===== config.mk =====
export PLATFORM = sky130hd
export DESIGN_NAME = fir_rx_sample_assembler
export DESIGN_NICKNAME = d
export VERILOG_FILES = /design/src/rtl/fir_rx_pkg.sv /design/src/rtl/fir_rx_sample_assembler_packer.sv /design/src/rtl/fir_rx_sample_assembler.sv
export SDC_FILE = /design/constraint.sdc
export NUM_CORES = 1
export LEC_CHECK = 0
export ABC_AREA = 0
export BUFFER_PORTS_ARGS = -buffer_cell sky130_fd_sc_hd__buf_4
export CAP_MARGIN = 10
export CORE_MARGIN = 5
export CORE_UTILIZATION = 56
export CTS_CLUSTER_DIAMETER = 200
export DETAILED_ROUTE_END_ITERATION = 7
export PLACE_DENSITY = 0.79
export SYNTH_ARGS = -nofsm -noshare
export SYNTH_HDL_FRONTEND = slang
export SYNTH_SLANG_ARGS = --single-unit

===== constraint.sdc =====
create_clock -name clk -period 4.12 [get_ports clk]
set_input_delay 0.206 -clock clk [delete_from_list [all_inputs] [get_ports clk]]
set_output_delay 0.206 -clock clk [all_outputs]
set_load 0.01 [all_outputs]

===== src/rtl/fir_rx_pkg.sv =====
// Shared types and helpers for the FIR receive-side sample assembler.
package fir_rx_pkg;

  localparam int unsigned STATE_W = 2;

  typedef enum logic [STATE_W-1:0] {
    COLLECT  = 2'b00,
    DISPATCH = 2'b01,
    WAIT_OUT = 2'b10
  } state_t;

  // Index width for a counter/selector over n positions, never narrower than 1 bit.
  function automatic int unsigned idx_width(input int unsigned n);
    return (n > 1) ? $clog2(n) : 1;
  endfunction

endpackage


===== src/rtl/fir_rx_sample_assembler_packer.sv =====
// Slot-addressed word register: places each received word into its sample slot.
module rx_byte_packer
  import fir_rx_pkg::*;
#(
  parameter int unsigned BYTE_W           = 8,
  parameter int unsigned BYTES_PER_SAMPLE = 2,
  parameter int unsigned MSB_FIRST        = 0
) (
  input  logic                                 clk,
  input  logic                                 rst,
  input  logic                                 i_wr_en,
  input  logic [idx_width(BYTES_PER_SAMPLE)-1:0] i_slot_idx,
  input  logic [BYTE_W-1:0]                    i_word,
  output logic [BYTE_W*BYTES_PER_SAMPLE-1:0]   o_sample
);

  localparam int unsigned IDX_W = idx_width(BYTES_PER_SAMPLE);
  localparam logic [IDX_W-1:0] LAST_IDX = IDX_W'(BYTES_PER_SAMPLE - 1);

  logic [BYTE_W-1:0] r_slot [BYTES_PER_SAMPLE];
  logic [IDX_W-1:0]  w_slot;

  // i_slot_idx is the arrival position; map it to the physical slot by byte order.
  always_comb begin
    w_slot = (MSB_FIRST != 0) ? (LAST_IDX - i_slot_idx) : i_slot_idx;
  end

  always_ff @(posedge clk) begin
    if (rst) begin
      for (int unsigned i = 0; i < BYTES_PER_SAMPLE; i++) begin
        r_slot[i] <= '0;
      end
    end else if (i_wr_en) begin
      for (int unsigned i = 0; i < BYTES_PER_SAMPLE; i++) begin
        if (w_slot == IDX_W'(i)) begin
          r_slot[i] <= i_word;
        end
      end
    end
  end

  always_comb begin
    o_sample = '0;
    for (int unsigned i = 0; i < BYTES_PER_SAMPLE; i++) begin
      o_sample[i*BYTE_W +: BYTE_W] = r_slot[i];
    end
  end

endmodule


===== src/rtl/fir_rx_sample_assembler.sv =====
// Receive-side controller: packs words into samples, hands them to the FIR and
// waits for its result; reports inter-word timeouts and words dropped while busy.
module fir_rx_sample_assembler
  import fir_rx_pkg::*;
#(
  parameter int unsigned BYTE_W           = 8,
  parameter int unsigned BYTES_PER_SAMPLE = 2,
  parameter int unsigned MSB_FIRST        = 0,
  parameter int unsigned TIMEOUT_CYC      = 1024,
  parameter int unsigned CNT_W            = 16
) (
  input  logic                                   clk,
  input  logic                                   rst,
  input  logic [BYTE_W-1:0]                      rx_data,
  input  logic                                   rx_ready,
  input  logic                                   fir_out_valid,
  output logic [BYTE_W*BYTES_PER_SAMPLE-1:0]     fir_in_data,
  output logic                                   fir_in_valid,
  output logic                                   busy,
  output logic [idx_width(BYTES_PER_SAMPLE)-1:0] byte_idx,
  output logic                                   overrun,
  output logic                                   frame_err,
  output logic [CNT_W-1:0]                       sample_cnt
);

  localparam int unsigned IDX_W = idx_width(BYTES_PER_SAMPLE);
  localparam int unsigned TMO_W = idx_width(TIMEOUT_CYC);
  localparam logic [IDX_W-1:0] LAST_IDX = IDX_W'(BYTES_PER_SAMPLE - 1);
  localparam logic [TMO_W-1:0] TMO_LAST = TMO_W'((TIMEOUT_CYC > 0) ? TIMEOUT_CYC - 1 : 0);
  localparam bit TMO_EN = (TIMEOUT_CYC > 0) && (BYTES_PER_SAMPLE > 1);

  state_t            r_state;
  state_t            w_next;
  logic [IDX_W-1:0]  r_byte_idx;
  logic [TMO_W-1:0]  r_tmo_cnt;
  logic [CNT_W-1:0]  r_sample_cnt;
  logic              r_overrun;
  logic              r_frame_err;
  logic              w_accept;
  logic              w_last;
  logic              w_timeout;
  logic              w_fir_in_valid;
  logic              w_busy;

  always_comb begin
    w_accept  = (r_state == COLLECT) && rx_ready;
    w_last    = (r_byte_idx == LAST_IDX);
    // A word arriving on the expiry cycle takes priority over the timeout.
    w_timeout = TMO_EN && (r_state == COLLECT) && (r_byte_idx != '0) &&
                !rx_ready && (r_tmo_cnt == TMO_LAST);
  end

  always_ff @(posedge clk) begin
    if (rst) begin
      r_state <= COLLECT;
    end else begin
      r_state <= w_next;
    end
  end

  always_comb begin
    w_next = r_state;
    case (r_state)
      COLLECT:  if (w_accept && w_last) w_next = DISPATCH;
      DISPATCH: w_next = WAIT_OUT;
      WAIT_OUT: if (fir_out_valid) w_next = COLLECT;
      default:  w_next = COLLECT;
    endcase
  end

  always_comb begin
    w_fir_in_valid = 1'b0;
    w_busy         = 1'b0;
    case (r_state)
      DISPATCH: begin
        w_fir_in_valid = 1'b1;
        w_busy         = 1'b1;
      end
      WAIT_OUT: w_busy = 1'b1;
      default: ;
    endcase
  end

  always_ff @(posedge clk) begin
    if (rst) begin
      r_byte_idx   <= '0;
      r_tmo_cnt    <= '0;
      r_sample_cnt <= '0;
      r_overrun    <= 1'b0;
      r_frame_err  <= 1'b0;
    end else begin
      r_overrun   <= rx_ready && (r_state != COLLECT);
      r_frame_err <= w_timeout;

      if (r_state == DISPATCH) begin
        r_sample_cnt <= r_sample_cnt + 1'b1;
      end

      if (w_accept) begin
        r_byte_idx <= w_last ? '0 : r_byte_idx + 1'b1;
      end else if (w_timeout) begin
        r_byte_idx <= '0;
      end

      if (!TMO_EN || w_accept || w_timeout || (r_state != COLLECT) || (r_byte_idx == '0)) begin
        r_tmo_cnt <= '0;
      end else begin
        r_tmo_cnt <= r_tmo_cnt + 1'b1;
      end
    end
  end

  rx_byte_packer #(
    .BYTE_W           (BYTE_W),
    .BYTES_PER_SAMPLE (BYTES_PER_SAMPLE),
    .MSB_FIRST        (MSB_FIRST)
  ) u_packer (
    .clk        (clk),
    .rst        (rst),
    .i_wr_en    (w_accept),
    .i_slot_idx (r_byte_idx),
    .i_word     (rx_data),
    .o_sample   (fir_in_data)
  );

  assign fir_in_valid = w_fir_in_valid;
  assign busy         = w_busy;
  assign byte_idx     = r_byte_idx;
  assign overrun      = r_overrun;
  assign frame_err    = r_frame_err;
  assign sample_cnt   = r_sample_cnt;

endmodule


== After elaboration in Yosys (flattened, before gate mapping) ==
Memory sizes are Yosys's and may differ from the RTL's.
Index checks and enable logic that the tools add are counted.

* Memory bits (writable): 16
* Input port bits: 12
* Logic and storage cells: 54
* Memories kept: 1
* Output and inout port bits: 37
* Register bits after elaboration: 31

{| class="wikitable"
|+ Memory list
! name !! words !! width !! rd ports !! clocked after memory_dff !! wr ports !! RTL line !! text
|-
| u_packer.r_slot || 2 || 8 || 2 || 0 || 2 || fir_rx_sample_assembler_packer.sv:20 || <nowiki>logic [BYTE_W-1:0] r_slot [BYTES_PER_SAMPLE];</nowiki>
|}

* Reductions and logical operators: 16
* Equality and inequality tests: 5
* Add/sub/neg operators: 3
* Muxes and demuxes: 20
* Bitwise gates (word level): 3

{| class="wikitable"
|+ Operator list
! kind !! number
|-
| $add 16x1->16 const B || 1
|-
| $mux 8 || 2
|-
| $mux 1 || 15
|-
| $add 10x1->10 const B || 1
|-
| $eq 10x10->1 const B || 1
|-
| $logic_and 1x1->1 || 6
|-
| $pmux 2 s3 || 1
|-
| $mux 2 || 2
|-
| $reduce_bool 2->1 || 2
|-
| $reduce_or 2->1 || 2
|-
| $logic_or 1x1->1 || 3
|-
| $eq 2x1->1 const B || 1
|-
| $eq 2x2->1 const B || 1
|-
| $logic_not 2->1 || 1
|-
| $ne 2x1->1 const B || 1
|-
| $ne 2x2->1 const B || 1
|-
| $or 1x1->1 || 2
|-
| $reduce_and 2->1 || 1
|-
| $add 1x1->1 const B || 1
|-
| $logic_not 1->1 || 1
|-
| $not 1->1 || 1
|}

== Logic depth before layout (Yosys ltp) ==
Gate-level depths: netlist (run 1).

* Depth after elaboration: 8
* Mapped depth: 6
* Gate-level depth less buffers: 5

== Hierarchy ==
From an unflattened synthesis (run 1), not the netlist that was laid out.

* Cells, all modules: 192
* Area total of the unflattened synthesis: 2063.2 um^2

{| class="wikitable"
|+ Modules (own cells, without submodules)
! module !! cells an instance !! area each (um^2) !! times used !! sequential area each (um^2)
|-
| fir_rx_sample_assembler || 164 || 1500.2 || 1 || 620.6
|-
| rx_byte_packer || 28 || 563.0 || 1 || 480.5
|}

== Least setup slack after synthesis (run 1) ==
OpenSTA, ideal clock, no wires.

* Path kind: register to register
* Start point: reg r_state[1]
* End point: reg r_sample_cnt[14], in the netlist sample_cnt[14]
* Required time: 3.999 ns
* Period minus slack after synthesis: 1.647 ns
* Data arrival time: 1.526 ns
* Setup time: 0.121 ns
* Buffers on the path: 1
* Cell stages (with the launch flop): 7
* Slack: 2.473 ns
* Cells stage by stage: dfxtp_1 inv_1 ha_1 buf_2 nand4_1 nor4_1 mux2_2

* Longest elaborated chain between the ends: 1

{| class="wikitable"
|+ RTL lines
! item !! RTL line !! text
|-
| start: declaration || fir_rx_sample_assembler.sv:32 || <nowiki>state_t r_state;</nowiki>
|-
| start signal: assignment || fir_rx_sample_assembler.sv:57 || <nowiki>r_state <= w_next;</nowiki>
|-
| $eq 2x1->1 || fir_rx_sample_assembler.sv:95 || <nowiki>if (r_state == DISPATCH) begin</nowiki>
|-
| end signal: assignment || fir_rx_sample_assembler.sv:96 || <nowiki>r_sample_cnt <= r_sample_cnt + 1'b1;</nowiki>
|-
| end: declaration || fir_rx_sample_assembler.sv:36 || <nowiki>logic [CNT_W-1:0] r_sample_cnt;</nowiki>
|}

No other way between the ends.
A chain may end at the register's enable or synchronous reset.

== Worst setup path after layout (run 1) ==
* Start point: reg r_state[1]
* End point: reg r_sample_cnt[15], in the netlist sample_cnt[15]

Same word-level chain as after synthesis.

==> summary.txt, run 1 <==
Floorplanning
  – # rows: 22
  – Die width: 70.52 um
  – Die ar.: 4972 um2
  – Starting density of the core: 0.5687
  – Core Footprint: 3606 um2
  – I/O pin total: 49
  – Die height: 70.52 um

Synthesis
  – Most area-consuming cells after synthesis: dfxtp_1 30%, edfxtp_1 23%, ha_1 3.7%, nor2_1 3.5%, mux2_2 2.7%
  – Synthesized flop and latch total: 47
  – Sequential area share after synthesis: 0.5369
  – Yosys top cell by area: dfxtp_1
  – Synthesized area: 2051 um2
  – Syn avg cell area: 10.68 um2
  – Yosys top cell area share: 0.3026
  – Gate Count Post-Synth: 192
  – Syn_nets: 210
  – Library cells used by synthesis: 40
  – Yosys warns: 0

STA
  – Setup violators final: 0
  – Unrepaired setup endpoints after global routing: false
  – Skew final: 0.002921 ns
  – Max-slew headroom: 0.5378
  – Setup slack after layout: 2.304 ns
  – Tightest Pin Transition: 0.6919 ns
  – Final period util: 0.4409
  – Hold Vio Cnt, Final: 0
  – Setup TNS: 0 ns
  – Min Clock Period, post-route: 1.816 ns
  – Hold WS: 0.2114 ns
  – Max Freq: 550.5 MHz
  – Count of pins over their slew limit: 0

Placement
  – DP Area: 2446 um2
  – Dpl ws: 2.318 ns
  – PortBufs: 48
  – Final HPWL DP: 2903 um
  – RePlAce Congestion: 0.7386
  – Dpl cells: 282

Setup path
  – Critical path startpoint: r_state[1]
  – Worst EP arrival: 2.01 ns
  – Worst-path fanout max: 9
  – WP data required: 4.31 ns
  – Reg2Reg Depth: 5
  – Critical Path Start Type: register
  – Critical R2R Launch: r_state[1]
  – CP Class: register to register
  – Reg2Reg Setup Slack: 2.30 ns
  – Critical path endpoint category: register
  – Crit Reg-Reg Endpoint: sample_cnt[15]

Global route
  – Initial antenna violation count: 0
  – Largest net degree at the start of global routing: 32
  – Vias in the first global route: 1482
  – Overall Global Routing Usage: 0.1689
  – GRT Residual Overflow: 0
  – First-pass GRT wire length: 6665 um

Clock network
  – Clk pin slew, worst setup/hold paths: 0.08 ns
  – Post-CTS sizing: 0
  – TritonCTS Buffers: 5
  – TritonCTS clock tree: done
  – Clk Latency, worst-skew pair: 0.30 ns
  – Root buffer cell: clkbuf_8
  – H-tree levels: 2
  – CTS max path bufs: 2
  – Postcts setup bufs: 0
  – Hold_buf cts: 0
  – CTS sink count: 47

Detailed routing
  – Drt wl/cell: 13.77 um
  – Post-route DRC: 0
  – Post-route ant nets: 0
  – DR vias: 1605
  – Via-to-Cell Ratio: 5.534
  – Final WL: 3993 um
  – DR iter-0 viols: 101
  – Drt first pass iters: 4

Final layout
  – Commonest non-fill, non-tap cell in the layout: buf_4
  – Finished Layout Cells: 290
  – Nets: 259
  – Fillers: 275
  – Share of layout cells above drive strength 1: 0.2851
  – Most frequent cells in the layout: 48 x buf_4, 31 x dfxtp_1, 19 x nor2_1
  – Post-route cell area: 2562 um2
  – Area Overhead vs Synth: 24.95%
  – ANT cells: 0

Power and ir drop
  – Peak supply drop: 0.2639 mV
  – Pwr Density: 459.2 nW/um2
  – Leakage: 0.9875 nW

Hold path
  – Hold Crit Class: input port to register
  – Hold Startpoint: rx_data[0]
  – WHS Endpoint: u_packer.r_slot[0][0]
  – WHS Path Cells: 2

Outcome
  – Status: complete, no violations

Job
  – Max-Cap Viols: 0
==> stage by stage <==
stage                       util  total power, W
after floorplan                -       0.0007355
after global placement    0.6783       0.0008464
after detailed placement  0.6783       0.0008508
after CTS                 0.7106        0.001189
after global routing      0.7106        0.001242
final                     0.7106        0.001177
==> power by group <==
part | total [W] | switching [W] | leakage [nW] | internal [W]
combinational | 0.000266 | 0.000140 | 0.509 | 0.000127
clock | 0.000339 | 0.000155 | 0.0587 | 0.000184
sequential | 0.000571 | 0.0000331 | 0.420 | 0.000538
total | 0.00118 | 0.000328 | 0.987 | 0.000849
==> cell usage after synthesis <==
cell type  number
mux2_1          2
xor2_1          5
clkbuf_1        3
and4_1          1
a31o_2          2
a21oi_1        11
buf_1           1
edfxtp_1       16
inv_1           6
nand2b_1        1
nor2b_1         8
nand4_4         1
o31ai_1         4
nand4bb_1       1
o21bai_1        1
o211ai_1        1
nand2_1         9
mux2_2          5
nor3b_1         1
a311oi_1        1
a21bo_2         1
and4_2          1
nor4_1          7
a31oi_1         1
dfxtp_1        31
nand3_2         2
nand4_1         7
and2_1          8
nand3_1         6
buf_2           2
mux2i_1         1
o21ai_0         6
nand3_4         1
or3_1           4
a31o_1          1
xnor2_1         2
nor2_1         19
a21boi_0        1
ha_1            6
or4_1           5
==> registers in the layout, summed over array words and instances, names as in the netlist <==
register,count
frame_err,1
r_state,2
overrun,1
sample_cnt,16
byte_idx,1
r_tmo_cnt,10
u_packer.r_slot,16
==> layout make-up <==
type,instances,area [um2],area share
Clock buffer,5,68.82,0.02686
Clock inverter,3,47.55,0.01855
Inverter,6,22.52,0.008789
Multi-Input combinational cell,133,902.1,0.3521
Sequential cell,47,1101,0.4297
Tap cell,48,60.06,0.02344
Timing Repair Buffer,48,360.3,0.1406
==> cells by family after synthesis <==
group | Yosys count | synth area share
simple gates | 82 | 0.2380
flops | 47 | 0.5369
compound gates | 30 | 0.09214
buf+inv | 12 | 0.02318
mux | 8 | 0.04332
xor+xnor | 7 | 0.02990
fa+ha+maj | 6 | 0.03661
==> how the worst max path moves through the flow <==
stage	to	slack [ns]	depth (start not counted)
after CTS	sample_cnt[10]	2.30	5
after detailed placement	sample_cnt[10]	2.32	5
after global placement	sample_cnt[14]	2.41	5
final	sample_cnt[15]	2.30	5
after floorplan	sample_cnt[14]	2.47	6
after global routing	sample_cnt[12]	2.13	5
==> routing by layer <==
metal / vias to the layer above / share of wire / global-route usage
li1: 799 / - / -
met1: 754 / 0.42 / 0.2016
met2: 44 / 0.50 / 0.2807
met3: 8 / 0.070 / 0.06187
met4: 0 / 0.017 / 0.05745
met5: - / 0 / 0
==> critical path: stages, from the launching register on <==
cell and delay (ns):
dfxtp_1 0.34, inv_1 0.10, ha_1 0.42, nand4_1 0.18
nor4_1 0.30, mux2_2 0.37
Note: power is estimated with default switching activity, not from simulation.
==> run 2, diff against run 1 <==
- CORE_UTILIZATION: 56 -> 47
- PLACE_DENSITY: 0.79 -> 0.7
- clock period: 4.12 -> 1.5 ns (I/O delays scaled with it)
==> run 2 against run 1 <==
Via count increased by 1.2%. Highest routed layer unchanged. Critical path type unchanged. First-iteration DRC count increased by 26%. Sequential power increased to 2.7 times the previous value. Register-to-register slack got worse by 2.3 ns. Critical endpoint unchanged. Flip-flop and latch count unchanged.
==> summary.txt, run 2 (synthesis gave the netlist of run 1 again) <==
Setup path
  – WP data required: 1.68 ns
  – Critical Path Start Type: register
  – Worst-path fanout max: 4
  – Worst path bufs/invs: 0
  – CP max-delay cell: nor4_2
  – Critical Path Stages: 3
  – Critical path's largest stage delay: 0.41 ns
  – CP cell instances: nand4_1, nor4_2, mux2_2
  – Reg2Reg Depth: 3
  – Critical path endpoint category: register
  – Worst EP arrival: 1.64 ns
  – Worst path top cell family by delay: simple AND/OR/NAND/NOR gates
  – CP Class: register to register

STA
  – Max Freq: 683.4 MHz
  – Unrepaired setup endpoints after global routing: true
  – Setup violators final: 0
  – Tightest Pin Transition: 0.3252 ns
  – Hold Vio Cnt, Final: 0
  – Skew final: 0.01139 ns
  – Min Clock Period, post-route: 1.463 ns
  – Max-slew headroom: 0.7832
  – Final period util: 0.9756
  – Count of pins over their slew limit: 0
  – Setup slack after layout: 0.03666 ns
  – Setup TNS: 0 ns

Placement
  – PortBufs: 48
  – Dpl ws: -0.03487 ns
  – Final HPWL DP: 3100 um
  – Dpl cells: 302
  – RePlAce Congestion: 0.7698

Clock network
  – Clk Latency, worst-skew pair: 0.30 ns
  – Clk pin slew, worst setup/hold paths: 0.09 ns
  – CTS sink count: 47
  – H-tree levels: 2
  – Hold_buf cts: 0
  – Postcts setup bufs: 0
  – CTS max path bufs: 2
  – TritonCTS Buffers: 5
  – Root buffer cell: clkbuf_8
  – TritonCTS clock tree: done

Job
  – Max-Cap Viols: 0

Global route
  – First-pass GRT wire length: 7003 um
  – Initial antenna violation count: 0
  – Largest net degree at the start of global routing: 32
  – Vias in the first global route: 1540
  – GRT Residual Overflow: 0
  – Overall Global Routing Usage: 0.1431

Detailed routing
  – Via-to-Cell Ratio: 5.239
  – Drt first pass iters: 4
  – Drt wl/cell: 13.47 um
  – Final WL: 4177 um
  – Post-route DRC: 0
  – DR iter-0 viols: 127
  – Post-route ant nets: 0
  – DR vias: 1624

Outcome
  – Status: complete, no violations

Floorplanning
  – Die ar.: 5784 um2
  – # rows: 24
  – Core Footprint: 4294 um2
  – Die height: 76.06 um
  – Die width: 76.06 um
  – I/O pin total: 49
  – Starting density of the core: 0.4776

Final layout
  – Share of layout cells above drive strength 1: 0.3953
  – Commonest non-fill, non-tap cell in the layout: buf_4
  – Most frequent cells in the layout: 64 x buf_4, 26 x dfxtp_1, 18 x nor2_1
  – Area Overhead vs Synth: 34.41%
  – ANT cells: 0
  – Finished Layout Cells: 310
  – Nets: 275

Power and ir drop
  – Pwr Density: 1163 nW/um2
  – Peak supply drop: 0.6688 mV
  – Leakage: 1.088 nW

Hold path
  – WHS Path Cells: 2
  – Hold Crit Class: input port to register
==> run 2: cell count changes in the layout (fill, tap and decap cells not counted), moves of 2 or more <==
cell      change
ha_4          +2
dfxtp_2       +5
nor4_4        +2
nor4_1        -6
buf_4        +16
clkbuf_1      +2
dfxtp_1       -5
ha_1          -3
nor4_2        +4
==> run 2: timing repair <==
item                                    CTS  global route
pin swaps                                 2             1
resized for setup                         2            14
endpoints found under the setup margin    7            34
==> run 2: final timing paths <==
path                                      from                    end  slack [ns]
worst min-delay path                rx_data[6]  u_packer.r_slot[0][6]        0.08
worst max-delay path            sample_cnt[11]         sample_cnt[15]        0.04
worst min register to register      r_state[1]             r_state[1]        0.51
worst max register to register  sample_cnt[11]         sample_cnt[15]        0.04
==> run 2: metal layers <==
layer | global-route usage | vias up | share of wire
met5 | 0 | - | 0
met2 | 0.2380 | 32 | 0.47
met1 | 0.1723 | 752 | 0.46
li1 | - | 834 | -
met3 | 0.05319 | 6 | 0.059
met4 | 0.04196 | 0 | 0.011
==> run 2: worst register-to-register path: stages (launching register included) <==
cell	delay, ns
dfxtp_2	0.35
nand4_1	0.23
nor4_2	0.41
mux2_2	0.37
==> run 2: where the power goes <==
part | internal [W] | switching, W | leakage, nW
Combinational | 0.000478 | 0.000459 | 0.627
Sequential | 0.00148 | 0.0000702 | 0.422
Clock | 0.000326 | 0.000392 | 0.0384
==> run 2: final cells by class <==
cell class	count	area (um2)
Clock inverter	1	5.005
Inverter	6	22.52
Tap cell	52	65.06
Timing Repair Buffer	64	480.5
Clock buffer	7	76.32
Sequential cell	47	1107
Fill cell	359	1538
Multi-Input combinational cell	133	999.7
==> run 2: metrics by stage <==
stage,power (W),utilization,hold slack [ns],cell area [um2]
after floorplan,0.002071,-,0.2416,2093
after CTS,0.003199,0.6282,0.07830,2698
final,0.003206,0.6419,0.08226,2756
after detailed placement,0.002478,0.6072,0.3873,2608
after global placement,0.002455,0.6072,0.3761,2608
after global routing,0.003391,0.6419,0.08089,2756
==> run 3, diff against run 2 <==
- CORE_UTILIZATION: 47 -> 56
- PLACE_DENSITY: 0.7 -> 0.79
- clock period: 1.5 -> 1.8 ns (I/O delays scaled with it)
==> run 3 against run 2 <==
Critical path depth is 2 higher. Fmax is 12% lower. Critical endpoint is now sample_cnt[9]. Die area is 14% lower. Critical path type unchanged. Via count is 2.3% lower.
==> summary.txt, run 3 (synthesis gave the netlist of run 1 again) <==
Outcome
  – Status: complete, no violations

STA
  – Tightest Pin Transition: 0.4065 ns
  – Max Freq: 602.7 MHz
  – Setup TNS: 0 ns
  – Setup violators final: 0
  – Max-slew headroom: 0.7280
  – Final period util: 0.9218
  – Unrepaired setup endpoints after global routing: false
  – Count of pins over their slew limit: 0
  – Hold Vio Cnt, Final: 0
  – Skew final: 0.004502 ns
  – Min Clock Period, post-route: 1.659 ns

Setup path
  – Worst EP arrival: 1.85 ns
  – Reg2Reg Depth: 5
  – CP max-delay cell: mux2_1
  – WP data required: 1.99 ns
  – Critical Path Start Type: register
  – CP cell instances: inv_1, ha_1, nand4_4, nor4_1, mux2_1
  – Worst path bufs/invs: 1
  – Critical Path Stages: 5
  – CP Class: register to register
  – Critical path endpoint category: register
  – Critical path's largest stage delay: 0.38 ns
  – Worst path top cell family by delay: simple AND/OR/NAND/NOR gates
  – Worst-path fanout max: 8

Clock network
  – Clk pin slew, worst setup/hold paths: 0.09 ns
  – Post-CTS sizing: 0
  – CTS max path bufs: 2
  – TritonCTS clock tree: done
  – Clk Latency, worst-skew pair: 0.31 ns
  – TritonCTS Buffers: 5
  – CTS sink count: 47
  – Root buffer cell: clkbuf_8
  – Hold_buf cts: 0
  – Postcts setup bufs: 0
  – H-tree levels: 2

Floorplanning
  – Starting density of the core: 0.5687
  – Die ar.: 4972 um2
  – Die width: 70.52 um
  – I/O pin total: 49
  – Die height: 70.52 um
  – # rows: 22
  – Core Footprint: 3606 um2

Placement
  – Final HPWL DP: 2939 um
  – Dpl cells: 288
  – RePlAce Congestion: 0.8175
  – PortBufs: 48

Detailed routing
  – Post-route ant nets: 0
  – DR vias: 1586
  – Drt first pass iters: 4
  – Final WL: 4206 um
  – Drt wl/cell: 14.21 um
  – Via-to-Cell Ratio: 5.358
  – DR iter-0 viols: 72
  – Post-route DRC: 0

Final layout
  – ANT cells: 0
  – Most frequent cells in the layout: 54 x buf_4, 31 x dfxtp_1, 19 x nor2_1
  – Share of layout cells above drive strength 1: 0.3024
  – Area Overhead vs Synth: 26.05%
  – Commonest non-fill, non-tap cell in the layout: buf_4
  – Finished Layout Cells: 296
  – Fillers: 312
  – Nets: 265

Power and ir drop
  – Pwr Density: 1019 nW/um2
  – Leakage: 1.003 nW
  – Peak supply drop: 0.6956 mV

Global route
  – Largest net degree at the start of global routing: 32
  – First-pass GRT wire length: 6713 um
  – GRT Residual Overflow: 0
  – Initial antenna violation count: 0
  – Overall Global Routing Usage: 0.1733
  – Vias in the first global route: 1422

Hold path
  – WHS Path Cells: 2
  – Hold Crit Class: input port to register

Job
  – Max-Cap Viols: 0
==> run 3: cell count changes in the layout (fill, tap and decap cells not counted), sizes merged <==
cell / before / now
buf: 64 / 54
clkbuf: 7 / 5
clkinv: 0 / 2
==> run 3: worst register-to-register path, stage by stage (launching register included) <==
cell	delay, ns
dfxtp_1	0.33
inv_1	0.10
ha_1	0.27
nand4_4	0.18
nor4_1	0.30
mux2_1	0.38
==> run 3: report_power, final <==
part	switching, W	internal, W	total [W]
registers	0.0000547	0.00123	0.00129
logic	0.000358	0.000332	0.000690
clock network	0.000380	0.000278	0.000658
==> run 3: layer usage <==
layer  routed length [um]  vias to the layer above  GRT usage  part of all wire
li1                     -                      814          -                 -
met1                 1841                      730     0.2067              0.44
met2                 2078                       34     0.2931              0.49
met3                  229                        8    0.05755             0.054
met4                   57                        0    0.05745             0.014
met5                    0                        -          0                 0
==> run 3: final timing paths <==
check,start,endpoint,slack [ns]
setup reg to reg,r_state[1],sample_cnt[9],0.14
setup / recovery,r_state[1],sample_cnt[9],0.14
hold / removal,rx_data[1],u_packer.r_slot[0][9],0.08
hold reg to reg,r_state[1],r_state[1],0.50
==> run 3: area by class of cell <==
type | instances | area [um2] | share of cell area
clock buffers | 5 | 68.82 | 0.02662
clock inverters | 3 | 25.02 | 0.009681
inverters | 6 | 22.52 | 0.008712
multi-input cells | 133 | 902.1 | 0.3490
flip-flops and latches | 47 | 1101 | 0.4259
well taps | 48 | 60.06 | 0.02323
repair buffers | 54 | 405.4 | 0.1568
==> run 3: metrics by stage <==
| stage | util | hold slack (ns) | power [W] | area [um2] | setup WS (ns) |
|---|---|---|---|---|---|
| 2_1_floorplan | - | 0.2566 | 0.001684 | 2051 | 0.1533 |
| 3_3_place_gp | 0.6908 | 0.3905 | 0.001988 | 2491 | 0.2617 |
| 3_5_place_dp | 0.6908 | 0.3990 | 0.002004 | 2491 | 0.2351 |
| 4_1_cts | 0.7169 | 0.07586 | 0.002653 | 2585 | 0.1283 |
| 5_1_grt | 0.7169 | 0.07021 | 0.002775 | 2585 | 0.04130 |
| 6_report | 0.7169 | 0.08067 | 0.002634 | 2585 | 0.1407 |
